===== src/rtl/instr_fetch_if.sv =====
// instr_fetch_if: memory read port and decoder handshake of the fetch stage
interface instr_fetch_if;
    logic [14:0] o_addr;
    logic        o_read;
    logic [47:0] i_data;
    logic        i_done;
    logic [23:0] o_cmd;
    logic        o_valid;
    logic        i_ready;
    logic [14:0] o_pc;
    logic        o_right;
    logic        i_jump;
    logic [14:0] i_jump_addr;

    modport master (
        output o_addr, o_read, o_cmd, o_valid, o_pc, o_right,
        input  i_data, i_done, i_ready, i_jump, i_jump_addr
    );

    modport slave (
        input  o_addr, o_read, o_cmd, o_valid, o_pc, o_right,
        output i_data, i_done, i_ready, i_jump, i_jump_addr
    );
endinterface


===== src/rtl/instr_fetch.sv =====
// instr_fetch: fetches 48-bit words and hands them to the decoder as two 24-bit commands
module instr_fetch #(
    parameter logic [14:0] RESET_PC = 15'o00001
) (
    input logic           clk,
    input logic           reset,
    instr_fetch_if.master bus
);
    typedef enum logic [2:0] {START, REQ, WAIT, LEFT, RIGHT, DROP} state_t;

    state_t      state, next;
    logic [14:0] pc, cmd_pc;
    logic [23:0] word_right, cmd;
    logic        jump, latch;

    assign jump        = bus.i_jump && state != START;
    assign latch       = state == WAIT && bus.i_done && !bus.i_jump;
    assign bus.o_read  = state == REQ;
    assign bus.o_addr  = state == REQ ? pc : '0;
    assign bus.o_valid = state == LEFT || state == RIGHT;
    assign bus.o_right = state == RIGHT;
    assign bus.o_cmd   = cmd;
    assign bus.o_pc    = cmd_pc;

    // next state: a jump beats i_ready; a read still in flight at a jump is drained in DROP
    always_comb begin
        next = state;
        case (state)
            START:   next = REQ;
            REQ:     next = jump ? DROP : WAIT;
            WAIT:    next = bus.i_done ? (jump ? REQ : LEFT) : (jump ? DROP : WAIT);
            LEFT:    next = jump ? REQ : (bus.i_ready ? RIGHT : LEFT);
            RIGHT:   next = (jump || bus.i_ready) ? REQ : RIGHT;
            DROP:    next = bus.i_done ? REQ : DROP;
            default: next = START;
        endcase
    end

    // state, program counter, buffered right half and the command/pc presented downstream
    always_ff @(posedge clk or posedge reset) begin
        if (reset) begin
            state      <= START;
            pc         <= RESET_PC;
            word_right <= '0;
            cmd        <= '0;
            cmd_pc     <= RESET_PC;
        end else begin
            state <= next;
            if (jump)
                pc <= bus.i_jump_addr;
            else if (state == RIGHT && bus.i_ready)
                pc <= pc + 15'd1;
            if (latch) begin
                word_right <= bus.i_data[23:0];
                cmd        <= bus.i_data[47:24];
                cmd_pc     <= pc;
            end else if (state == LEFT && bus.i_ready && !bus.i_jump) begin
                cmd <= word_right;
            end
        end
    end
endmodule

===== src/flat_wrapper.sv =====
// flat-port wrapper written by rule: the top's interface ports become plain ports
module instr_fetch_flat 
#(
    parameter logic [14:0] RESET_PC = 15'o00001
)
  (clk, reset, bus_o_addr, bus_o_read, bus_o_cmd, bus_o_valid, bus_o_pc, bus_o_right, bus_i_data, bus_i_done, bus_i_ready, bus_i_jump, bus_i_jump_addr);
  instr_fetch_if bus_i ();
  input logic clk;
  input logic reset;
  output wire logic [$bits(bus_i.o_addr)-1:0] bus_o_addr;
  output wire logic [$bits(bus_i.o_read)-1:0] bus_o_read;
  output wire logic [$bits(bus_i.o_cmd)-1:0] bus_o_cmd;
  output wire logic [$bits(bus_i.o_valid)-1:0] bus_o_valid;
  output wire logic [$bits(bus_i.o_pc)-1:0] bus_o_pc;
  output wire logic [$bits(bus_i.o_right)-1:0] bus_o_right;
  input wire logic [$bits(bus_i.i_data)-1:0] bus_i_data;
  input wire logic [$bits(bus_i.i_done)-1:0] bus_i_done;
  input wire logic [$bits(bus_i.i_ready)-1:0] bus_i_ready;
  input wire logic [$bits(bus_i.i_jump)-1:0] bus_i_jump;
  input wire logic [$bits(bus_i.i_jump_addr)-1:0] bus_i_jump_addr;
  assign bus_o_addr = bus_i.o_addr;
  assign bus_o_read = bus_i.o_read;
  assign bus_o_cmd = bus_i.o_cmd;
  assign bus_o_valid = bus_i.o_valid;
  assign bus_o_pc = bus_i.o_pc;
  assign bus_o_right = bus_i.o_right;
  assign bus_i.i_data = bus_i_data;
  assign bus_i.i_done = bus_i_done;
  assign bus_i.i_ready = bus_i_ready;
  assign bus_i.i_jump = bus_i_jump;
  assign bus_i.i_jump_addr = bus_i_jump_addr;
  instr_fetch #(.RESET_PC(RESET_PC)) u_core (.clk(clk), .reset(reset), .bus(bus_i));
endmodule

===== config.mk =====
export PLATFORM = sky130hd
export DESIGN_NAME = instr_fetch_flat
export DESIGN_NICKNAME = d
export VERILOG_FILES = /design/src/rtl/instr_fetch_if.sv /design/src/rtl/instr_fetch.sv /design/src/flat_wrapper.sv
export SDC_FILE = /design/constraint.sdc
export NUM_CORES = 1
export LEC_CHECK = 0
export CAP_MARGIN = 30
export CORE_ASPECT_RATIO = 1.1
export CORE_UTILIZATION = 41
export CTS_BUF_LIST = sky130_fd_sc_hd__clkbuf_4 sky130_fd_sc_hd__clkbuf_8
export DETAILED_ROUTE_END_ITERATION = 6
export PLACE_DENSITY = 0.73
export SLEW_MARGIN = 10
export SYNTH_ARGS = -nofsm -noshare
export SYNTH_HDL_FRONTEND = slang
export SYNTH_SLANG_ARGS = --single-unit
export TNS_END_PERCENT = 100

===== constraint.sdc =====
create_clock -name clk -period 2.95 [get_ports clk]
set_input_delay 0.4425 -clock clk [delete_from_list [all_inputs] [get_ports clk]]
set_output_delay 0.4425 -clock clk [all_outputs]
set_load 0.02 [all_outputs]

==> impl_metrics.ini, run 1 <==
[logic_synthesis]
seq_area_frac_synth_pct = 54.3
postSynthCellCount = 417
ys_ff_latch = 81
synth_enable_flop_cells = 0
avgSynthCellArea_um2 = 8.96
synth.distinct_cells = 50
ys.warnings.count = 0
synth.largest_area_cell = dfrtp_1
syn_area_um2 = 3740
yosysTopAreaCellShare_pct = 52.9
synthTopCellsByArea = dfrtp_1, nand2_1, a31oi_1
synth-async-reset-ratio_pct = 100
syn-num-nets = 486
synthFlopType = dfrtp_1

[pwr]
power_density_nw_per_um2 = 922
p_leak_nw = 2.32
peakVddDrop_v = 0.000403

[die]
rows = 36
die_area_um2 = 9500
ioPinCount = 125
die_height_um = 102
die_w_um = 93.0
core-area_um2 = 8870
initial_utilization_pct = 42.1

[clock_network]
cts_max_path_buffers = 2
insertion_delay_ns = 0.35
cts_hold_buf = 0
post-cts-setup-buffers = 0
htree_levels = 3
clk_pin_slew_ns = 0.08
numCtsBuffers = 9
clock_sinks = 81
clock-root-buffer = clkbuf_8
cts_resized = 0
cts_tree = yes

[timing]
rsz0062_at_grt = false
post-route-period-util_pct = 89.7
clock_skew_ns = 0.00563
finalMaxSlewViolations = 0
finalHoldViolCount = 0
finalSetupTns_ns = 0
fmax_mhz = 378
hold-worst-slack_ns = 0.465
finalCriticalPeriod_ns = 2.65
worstMarginPinSlew_ns = 0.916
slew_headroom_pct = 38.4
setup_viol = 0

[setup_path]
path_buf_inv = 2
path_class = reg2out
start_kind = flop
critical_path_peak_fanout = 17
crit_family = buffers and inverters
cp.arrival_ns = 2.20
crit_slowest_cell = clkdlybuf4s50_1
cp.required_ns = 2.51
path_cells = nor3b_1, buf_4, and2_1, clkdlybuf4s50_1
cp-end-kind = primary output
critPathMaxStageDelay_ns = 0.61

[placement]
portBuffers = 124
gp_congestion = 0.823
dpl.hpwl_um = 6500

[grt]
grt_start_max_net_pins = 49
grt_overflow_total = 0
antenna_found_initial = 0
grt_usage_pct = 20.9
grt_pass1_vias = 3264
grt_pass1_wl_um = 15400

[layout]
num-nets-final = 602
n_antenna_cell = 0
drive_gt1_share_pct = 6.70
fill_cells = 773
multi_input_area_um2 = 1560
seq_area_um2 = 2030
synthToLayoutAreaGrowth_pct = 41.7

[route]
antenna_left = 0
wl_um = 9510
drc_errors = 0
vias = 3320
drt_first_pass_iters = 4
wire_per_inst_um = 14.6
drtIter0Drc = 151
via_per_inst = 5.10

[job]
drv_cap = 0

[hold_path]
hold_path.class = reg2reg

[status]
status = finished clean
[cells in the final DEF, fill, tap and decap left out, types with 2 or more instances in the layout]
cell type,count
a21oi_1,2
a221o_1,2
a22oi_1,8
a31oi_1,19
and2_1,14
buf_12,3
buf_4,5
clkbuf_8,11
clkdlybuf4s50_1,124
clkinv_2,2
dfrtp_1,79
dfstp_2,2
inv_1,5
nand2_1,150
nand3_1,13
nand3b_1,3
nand4_1,5
nor2_1,21
nor3_1,5
nor3b_1,3
nor4_1,3
o21ai_0,18
or3_2,2
xnor2_1,8
xor2_1,2
[sequential cells by signal (all words and copies together) (netlist names)]
register,count
u_core.bus.o_cmd,24
u_core.word_right,24
u_core.bus.o_pc,15
u_core.pc,15
u_core.state,3
[tightest hold or removal path, stage by stage, from the launching register on]
cell	delay [ns]
dfrtp_1	0.33
nand2_1	0.06
nand2_1	0.05
[cells in the mapped netlist (2+ instances only)]
master	count
a21oi_1	2
a221o_1	2
a22oi_1	8
a31oi_1	19
and2_1	14
buf_2	3
buf_4	2
buf_6	2
clkbuf_1	19
dfrtp_1	79
dfstp_2	2
inv_1	6
nand2_1	150
nand3_1	13
nand3b_1	3
nand4_1	5
nor2_1	21
nor3_1	5
nor3b_1	3
nor4_1	3
o21ai_0	18
or3_2	2
xnor2_1	8
xor2_1	2
[where the power goes]
group,leakage (nW),total [mW],internal (mW),switching [mW]
logic,1.20,2.12,1.02,1.10
clock network,0.102,0.830,0.434,0.395
registers,1.02,1.93,1.58,0.346
total,2.32,4.88,3.04,1.84
[routing by layer]
metal	global-route usage, %	up-vias	share of wire [%]	wire (um)
met5	0	-	0	0
met4	7.46	0	1.3	119
met3	5.21	11	7.0	668
met2	34.3	132	47	4440
met1	27.0	1548	45	4280
li1	-	1629	-	-
[final timing paths]
path	startpoint	end	slack, ns	depth (start not counted)
worst max-delay path	u_core.state[1]$_DFF_PP0_	bus_o_addr[12]	0.30	4
worst min-delay path	u_core.word_right[2]$_DFFE_PP0P_	u_core.word_right[2]$_DFFE_PP0P_	0.46	2
worst max register to register	u_core.pc[0]$_DFFE_PP1P_	u_core.pc[14]$_DFFE_PP0P_	0.82	5
worst min register to register	u_core.word_right[2]$_DFFE_PP0P_	u_core.word_right[2]$_DFFE_PP0P_	0.46	2
max in group asynchronous	reset	u_core.word_right[10]$_DFFE_PP0P_	1.83	3
min in group asynchronous	reset	u_core.pc[1]$_DFFE_PP0P_	0.47	2
[final cells by class]
| type | count | area share [%] |
|---|---|---|
| multi-input combinational | 303 | 29.4 |
| tap | 114 | 2.69 |
| sequential | 81 | 38.3 |
| timing repair buffer | 132 | 25.3 |
| inverter | 6 | 0.449 |
| clock inverter | 4 | 0.969 |
| clock buffer | 11 | 2.86 |
[cells by family after synthesis]
group / synth area share, %
mux: 0.301
compound gates: 9.71
flops: 54.3
simple gates: 29.0
fa+ha+maj: 0.335
buf+inv: 4.02
xor+xnor: 2.34
[per-stage QoR]
| step | setup WS [ns] | util [%] | instance area (um2) | total power [mW] | cells |
|---|---|---|---|---|---|
| floorplan | 0.431 | - | 3740 | 3.08 | 417 |
| global placement | 0.588 | 57.4 | 5090 | 4.01 | 636 |
| detailed placement | 0.475 | 57.4 | 5090 | 4.07 | 636 |
| CTS | 0.318 | 59.7 | 5300 | 4.92 | 651 |
| global route | 0.195 | 59.7 | 5300 | 5.21 | 651 |
| finish | 0.304 | 59.7 | 5300 | 4.88 | 651 |
(Power assumes the default switching activity.)
==> run 2: changes to the inputs <==
- CAP_MARGIN: 30 -> 25
==> results of run 2 <==
Same layout as run 1: the final DEF is identical, and so are final timing and power.
